[src/rtl/float_adder.sv]
// Multi-cycle IEEE-754 single-precision adder.
// One operation at a time: IDLE -> ALIGN -> ADD -> NORM -> ROUND -> DONE.
// Denormal operands are flushed to zero, results never go denormal, and
// rounding is round-to-nearest-even using guard/round/sticky bits.
module float_adder (
  input  logic        clk,
  input  logic        rst,
  input  logic        start,
  input  logic        ack,
  input  logic [31:0] fl_in_1,
  input  logic [31:0] fl_in_2,
  output logic [31:0] res
);

  typedef enum logic [2:0] {
    IDLE  = 3'd0,
    ALIGN = 3'd1,
    ADD   = 3'd2,
    NORM  = 3'd3,
    ROUND = 3'd4,
    DONE  = 3'd5
  } state_t;

  state_t state, state_nxt;
  logic   cap_en, res_en;

  // Working word layout: {hidden, frac[22:0], guard, round, sticky}
  logic [31:0]        a_p0, b_p0;
  logic               nan_1, nan_2, inf_1, inf_2;
  logic [30:0]        mag_1, mag_2, big_mag, small_mag;
  logic               big_s, small_s;
  logic [7:0]         exp_diff;
  logic [26:0]        mb_raw, mb_al;
  logic               spec_n;
  logic [31:0]        spec_val_n;

  logic               spec_p1, sign_p1, sub_p1;
  logic [31:0]        spec_val_p1;
  logic [7:0]         exp_p1;
  logic [26:0]        ma_p1, mb_p1;

  logic               spec_p2, sign_p2;
  logic [31:0]        spec_val_p2;
  logic signed [9:0]  exp_p2;
  logic [27:0]        sum_p2;

  logic [4:0]         lz;
  logic [26:0]        mant_n;
  logic signed [9:0]  exp_n;
  logic               zero_n, sign_n;

  logic               spec_p3, sign_p3, zero_p3;
  logic [31:0]        spec_val_p3;
  logic signed [9:0]  exp_p3;
  logic [26:0]        mant_p3;

  logic [24:0]        rnd;
  logic signed [9:0]  exp_r;
  logic [31:0]        res_n;

  // Leading-zero count of a 27-bit word (27 when the word is zero).
  function automatic logic [4:0] lzc27(input logic [26:0] v);
    logic [4:0] n;
    logic       found;
    n     = 5'd27;
    found = 1'b0;
    for (int i = 26; i >= 0; i--) begin
      if (!found && v[i]) begin
        n     = 5'(26 - i);
        found = 1'b1;
      end
    end
    return n;
  endfunction

  // Round-to-nearest, ties-to-even; bit 24 of the result flags mantissa overflow.
  function automatic logic [24:0] round_rne(input logic [26:0] m);
    logic up;
    up = m[2] & (m[1] | m[0] | m[3]);
    return {1'b0, m[26:3]} + 25'(up);
  endfunction

  // Pack a normalised result, saturating an out-of-range exponent to infinity.
  function automatic logic [31:0] sat_pack(input logic s, input logic signed [9:0] e,
                                           input logic [22:0] f);
    if (e >= 10'sd255) return {s, 8'hFF, 23'd0};
    return {s, e[7:0], f};
  endfunction

  // State register.
  always_ff @(posedge clk) begin
    if (!rst) state <= IDLE;
    else      state <= state_nxt;
  end

  // Next-state logic: fixed walk through the datapath steps.
  always_comb begin
    state_nxt = state;
    case (state)
      IDLE:    if (start) state_nxt = ALIGN;
      ALIGN:   state_nxt = ADD;
      ADD:     state_nxt = NORM;
      NORM:    state_nxt = ROUND;
      ROUND:   state_nxt = DONE;
      DONE:    if (ack) state_nxt = IDLE;
      default: state_nxt = IDLE;
    endcase
  end

  // Control strobes: operand capture and result load.
  always_comb begin
    cap_en = (state == IDLE) && start;
    res_en = (state == ROUND);
  end

  // Operand capture.
  always_ff @(posedge clk) begin
    if (cap_en) begin
      a_p0 <= fl_in_1;
      b_p0 <= fl_in_2;
    end
  end

  // ---- ALIGN: specials, magnitude ordering, right shift of the smaller operand
  always_comb begin
    nan_1 = (a_p0[30:23] == 8'hFF) && (a_p0[22:0] != 23'd0);
    nan_2 = (b_p0[30:23] == 8'hFF) && (b_p0[22:0] != 23'd0);
    inf_1 = (a_p0[30:23] == 8'hFF) && (a_p0[22:0] == 23'd0);
    inf_2 = (b_p0[30:23] == 8'hFF) && (b_p0[22:0] == 23'd0);
    spec_n = nan_1 | nan_2 | inf_1 | inf_2;
    if (nan_1 || nan_2 || (inf_1 && inf_2 && (a_p0[31] != b_p0[31]))) spec_val_n = 32'h7FC00000;
    else if (inf_1)                                                    spec_val_n = a_p0;
    else                                                               spec_val_n = b_p0;
    // Denormals collapse to a zero magnitude here.
    mag_1 = (a_p0[30:23] == 8'd0) ? 31'd0 : a_p0[30:0];
    mag_2 = (b_p0[30:23] == 8'd0) ? 31'd0 : b_p0[30:0];
    if (mag_2 > mag_1) begin
      big_mag = mag_2; big_s = b_p0[31]; small_mag = mag_1; small_s = a_p0[31];
    end else begin
      big_mag = mag_1; big_s = a_p0[31]; small_mag = mag_2; small_s = b_p0[31];
    end
    exp_diff = big_mag[30:23] - small_mag[30:23];
    mb_raw   = (small_mag[30:23] == 8'd0) ? 27'd0 : {1'b1, small_mag[22:0], 3'b000};
    if (exp_diff >= 8'd27) mb_al = {26'd0, |mb_raw};
    else mb_al = (mb_raw >> exp_diff) | {26'd0, |(mb_raw & ((27'd1 << exp_diff) - 27'd1))};
  end

  // ALIGN results.
  always_ff @(posedge clk) begin
    spec_p1     <= spec_n;
    spec_val_p1 <= spec_val_n;
    sign_p1     <= big_s;
    sub_p1      <= big_s ^ small_s;
    exp_p1      <= big_mag[30:23];
    ma_p1       <= (big_mag[30:23] == 8'd0) ? 27'd0 : {1'b1, big_mag[22:0], 3'b000};
    mb_p1       <= mb_al;
  end

  // ---- ADD: magnitude add or subtract (A is never smaller than B)
  always_ff @(posedge clk) begin
    spec_p2     <= spec_p1;
    spec_val_p2 <= spec_val_p1;
    sign_p2     <= sign_p1;
    exp_p2      <= $signed({2'b00, exp_p1});
    sum_p2      <= sub_p1 ? ({1'b0, ma_p1} - {1'b0, mb_p1}) : ({1'b0, ma_p1} + {1'b0, mb_p1});
  end

  // ---- NORM: carry right shift or leading-zero left shift, underflow flush
  always_comb begin
    lz = lzc27(sum_p2[26:0]);
    if (sum_p2[27]) begin
      mant_n = {sum_p2[27:2], sum_p2[1] | sum_p2[0]};
      exp_n  = exp_p2 + 10'sd1;
    end else begin
      mant_n = sum_p2[26:0] << lz;
      exp_n  = exp_p2 - $signed({5'd0, lz});
    end
    zero_n = (sum_p2 == 28'd0) || (exp_n <= 10'sd0);
    sign_n = (sum_p2 == 28'd0) ? 1'b0 : sign_p2;
  end

  // NORM results.
  always_ff @(posedge clk) begin
    spec_p3     <= spec_p2;
    spec_val_p3 <= spec_val_p2;
    sign_p3     <= sign_n;
    zero_p3     <= zero_n;
    exp_p3      <= exp_n;
    mant_p3     <= mant_n;
  end

  // ---- ROUND: nearest-even rounding, overflow to infinity, final packing
  always_comb begin
    rnd   = round_rne(mant_p3);
    exp_r = exp_p3 + $signed({9'd0, rnd[24]});
    if (spec_p3)      res_n = spec_val_p3;
    else if (zero_p3) res_n = {sign_p3, 31'd0};
    else              res_n = sat_pack(sign_p3, exp_r, rnd[24] ? rnd[23:1] : rnd[22:0]);
  end

  // Result register: loaded on DONE entry, held otherwise.
  always_ff @(posedge clk) begin
    if (!rst)        res <= 32'h00000000;
    else if (res_en) res <= res_n;
  end

endmodule

[config.mk]
export PLATFORM = sky130hd
export DESIGN_NAME = float_adder
export DESIGN_NICKNAME = d
export VERILOG_FILES = /design/src/rtl/float_adder.sv
export SDC_FILE = /design/constraint.sdc
export NUM_CORES = 1
export LEC_CHECK = 0
export CORE_UTILIZATION = 65
export DETAILED_ROUTE_END_ITERATION = 10
export PLACE_DENSITY = 0.86
export SETUP_SLACK_MARGIN = 0.4
export SLEW_MARGIN = 20
export SYNTH_ARGS = -nofsm -noshare
export SYNTH_HDL_FRONTEND = slang
export SYNTH_SLANG_ARGS = --single-unit
[constraint.sdc]
create_clock -name clk -period 13.2 [get_ports clk]
set_input_delay 1.98 -clock clk [delete_from_list [all_inputs] [get_ports clk]]
set_output_delay 1.98 -clock clk [all_outputs]
set_load 0.01 [all_outputs]
==> impl_metrics.xml <==
<?xml version="1.0" encoding="UTF-8"?>
<metrics>
  <group name="outcome">
    <metric name="result_of_the_run" unit="">completed</metric>
  </group>
  <group name="die">
    <metric name="fp-row-count" unit="">58</metric>
    <metric name="coreArea" unit="µm²">25300</metric>
    <metric name="die_height" unit="µm">163</metric>
    <metric name="design.die.area" unit="µm²">26700</metric>
    <metric name="die_w" unit="µm">163</metric>
    <metric name="io-pin-count" unit="">100</metric>
    <metric name="start_util" unit="">0.668</metric>
  </group>
  <group name="layout">
    <metric name="fillCellCount" unit="">1675</metric>
    <metric name="final_nets" unit="">2094</metric>
    <metric name="instances_no_fill" unit="">2323</metric>
    <metric name="final_cell_mix" unit="">271 x dfxtp_1, 214 x nand2_1, 182 x nor2_1</metric>
    <metric name="fin_util" unit="">0.764</metric>
    <metric name="post_layout_inst_area" unit="µm²">19300</metric>
    <metric name="layout-area-overhead-vs-synth" unit="%">14.3</metric>
    <metric name="final_common_cell" unit="">dfxtp_1</metric>
    <metric name="share_of_final_layout_standard_cells_stronger_than_drive_strength_1" unit="">0.0577</metric>
  </group>
  <group name="placed_design">
    <metric name="post-place-cells" unit="">2260</metric>
    <metric name="numPortBuffers" unit="">99</metric>
    <metric name="dpl-instance-area" unit="µm²">18100</metric>
    <metric name="gp_routability_congestion" unit="">1.01</metric>
    <metric name="dp.final_hpwl" unit="µm">38800</metric>
  </group>
  <group name="worst_setup_path">
    <metric name="crit_top_cell" unit="">ha_1</metric>
    <metric name="regToRegSetupSlack" unit="ns">4.39</metric>
    <metric name="worstPathArrival" unit="ns">9.24</metric>
    <metric name="crit_path_from" unit="">b_p0[23]</metric>
    <metric name="worstPathCellList" unit="">nor4_1 &gt; nand2_1 &gt; and2_1 &gt; ha_1 &gt; a21oi_1 &gt; maj3_1 &gt; or4_4 &gt; a2111oi_4 &gt; a211o_4 &gt; nand2_4 &gt; o31a_4 &gt; ha_1 &gt; a221oi_2 &gt; a31oi_4 &gt; mux2i_1 &gt; o22a_1 &gt; nand3_1 &gt; a221oi_1 &gt; nand4_1 &gt; or4_1 &gt; o41a_1</metric>
    <metric name="cpMaxStageDelayCell" unit="">o22a_1</metric>
    <metric name="worstPathMaxFanout" unit="">57</metric>
    <metric name="cp-start-kind" unit="">flip-flop</metric>
    <metric name="critical-path-max-stage-delay" unit="ns">0.73</metric>
    <metric name="setup.worst_path.class" unit="">reg -&gt; reg</metric>
    <metric name="crit_required" unit="ns">13.63</metric>
    <metric name="crit_family" unit="">simple AND/OR/NAND/NOR gates</metric>
    <metric name="cp_num_buf_inv" unit="">0</metric>
    <metric name="end_kind" unit="">flip-flop</metric>
    <metric name="r2r_start" unit="">b_p0[23]</metric>
  </group>
  <group name="power">
    <metric name="p_leak" unit="nW">7.73</metric>
    <metric name="power_density" unit="nW/µm²">217</metric>
    <metric name="ir_drop" unit="mV">0.204</metric>
  </group>
  <group name="clocking">
    <metric name="worst_skew_pair.late_latency" unit="ns">0.54</metric>
    <metric name="h-tree-depth" unit="">2</metric>
    <metric name="cts_tree" unit="">built</metric>
    <metric name="cts.path.max_buffers" unit="">3</metric>
    <metric name="post_cts_hold_buffer_count" unit="">0</metric>
    <metric name="numCtsBuffers" unit="">34</metric>
    <metric name="clock_edge_transition_at_the_registers_on_the_reported_setup_and_hold_paths" unit="ns">0.07</metric>
    <metric name="cts_setup_buffers" unit="">0</metric>
    <metric name="cts_sinks" unit="">335</metric>
    <metric name="cts_resized" unit="">0</metric>
    <metric name="cts-root-buf" unit="">clkbuf_16</metric>
  </group>
  <group name="timing">
    <metric name="fmaxAchievable" unit="MHz">113</metric>
    <metric name="setup-violations-final" unit="">0</metric>
    <metric name="final.setup.tns" unit="ns">0</metric>
    <metric name="final_period_minus_worst_setup_slack" unit="ns">8.81</metric>
    <metric name="hold_violation_total_from_the_final_report" unit="">0</metric>
    <metric name="headroom_to_the_max_slew_limit" unit="">0.231</metric>
    <metric name="final_min_period_over_clock_period" unit="">0.668</metric>
    <metric name="worst-slew-pin-transition" unit="ns">1.14</metric>
    <metric name="rsz_0062_raised_after_global_routing" unit="">false</metric>
    <metric name="report.final.slew_viol_count" unit="">0</metric>
    <metric name="final_skew" unit="ns">0.0254</metric>
  </group>
  <group name="logic_synthesis">
    <metric name="syn-mean-instance-area" unit="µm²">8.84</metric>
    <metric name="post_synth_edffs" unit="">64</metric>
    <metric name="yosysTopAreaCellShare" unit="">0.320</metric>
    <metric name="synth-seq-cells" unit="">335</metric>
    <metric name="syn_nets" unit="">2043</metric>
    <metric name="synth.area.top_cells" unit="">dfxtp_1 32%, edfxtp_1 11%, nand2_1 4.7%, ha_1 4.4%, o21ai_0 4.3%</metric>
    <metric name="synth_top_area_cell" unit="">dfxtp_1</metric>
    <metric name="netlist_instances" unit="">1915</metric>
    <metric name="synth_cell_types" unit="">89</metric>
    <metric name="yosys_warns" unit="">0</metric>
    <metric name="postSynth.asyncResetShare" unit="">0</metric>
    <metric name="post_synth_instance_area" unit="µm²">16900</metric>
    <metric name="synth_ff_type" unit="">dfxtp_1</metric>
    <metric name="ys_seq_area_frac" unit="">0.434</metric>
  </group>
  <group name="grt">
    <metric name="grt_antenna_before_repair" unit="">0</metric>
    <metric name="grt.total_usage" unit="">0.402</metric>
    <metric name="grt.overflow.total" unit="">0</metric>
    <metric name="grt_pass1_vias" unit="">14600</metric>
    <metric name="pin_count_of_the_biggest_net_entering_global_routing" unit="">65</metric>
    <metric name="grt_first_pass_wirelength" unit="µm">82000</metric>
  </group>
  <group name="route">
    <metric name="drc_errors" unit="">0</metric>
    <metric name="detailedRoute.firstIterationViolations" unit="">2121</metric>
    <metric name="routed_wl" unit="µm">54000</metric>
    <metric name="drt_pre_antenna_iters" unit="">9</metric>
    <metric name="post_drt_wl_per_cell" unit="µm">23.3</metric>
    <metric name="detail-route-antenna-nets" unit="">0</metric>
    <metric name="detailroute.via_count" unit="">15600</metric>
    <metric name="routed_via_density" unit="">6.70</metric>
  </group>
  <group name="hold_path">
    <metric name="hp-class" unit="">reg -&gt; reg</metric>
    <metric name="worst_hold_startpoint" unit="">spec_val_p2[14]</metric>
  </group>
  <group name="flow_run">
    <metric name="max_cap_violations" unit="">0</metric>
  </group>
</metrics>
==> cell families (layout without fill, tap and decap cells) <==
group,count (synthesis),count (layout),synth area share
flops,335,335,0.434
other cells,0,1,0
simple gates,692,692,0.195
mux,82,82,0.0500
fa+ha+maj,67,67,0.0489
xor+xnor,87,87,0.0455
compound gates,495,495,0.191
buf+inv,157,234,0.0360
==> stage by stage <==
stage	total power [mW]	setup slack [ns]	hold WS, ns
floorplan	2.60	4.06	0.310
global placement	3.03	4.78	0.311
detailed placement	3.09	4.66	0.312
CTS	4.14	4.61	0.320
global route	4.39	3.92	0.328
finish	4.20	4.39	0.320
==> cells in the mapped netlist (all sizes together) (49+ instances only) <==
cell	n
o21ai	156
edfxtp	64
dfxtp	271
ha	59
xnor2	69
mux2i	71
clkbuf	79
a21oi	131
nor3	49
nor2	183
inv	54
nand2	215
==> report_power, final <==
part	leakage (nW)	internal (mW)	switching [mW]
clock network	0.601	0.601	0.426
registers	2.87	1.25	0.195
logic	4.26	0.642	1.09
total	7.73	2.49	1.71
==> worst paths after layout <==
path | depth (start not counted) | end
setup / recovery | 21 | mb_p1[0]
hold / removal | 0 | spec_val_p3[14]
setup reg to reg | 21 | mb_p1[0]
hold reg to reg | 0 | spec_val_p3[14]
==> layout make-up <==
class / count / area [µm²] / area share
diodes: 1 / 2.50 / 0.000129
clock buffers: 45 / 986 / 0.0510
repair buffers: 114 / 1100 / 0.0570
well taps: 330 / 413 / 0.0213
clock inverters: 17 / 246 / 0.0127
multi-input cells: 1423 / 9030 / 0.467
inverters: 58 / 218 / 0.0113
flip-flops and latches: 335 / 7350 / 0.380
==> routing by layer <==
layer	track usage	up-vias	routed length, µm
li1	-	7012	-
met1	0.495	7251	20900
met2	0.667	1079	25000
met3	0.0612	222	4810
met4	0.237	0	3350
met5	0	-	0
==> flip-flops by register name, indices dropped and copies added (netlist names), 3 cells and up <==
register     count
exp_p2           8
exp_p3          10
mant_p3         27
res             32
spec_val_p3     32
sum_p2          28
mb_p1           27
ma_p1           24
spec_val_p2     32
exp_p1           8
spec_val_p1     32
state            3
a_p0            32
b_p0            32
Note: power is estimated with default switching activity, not from simulation.
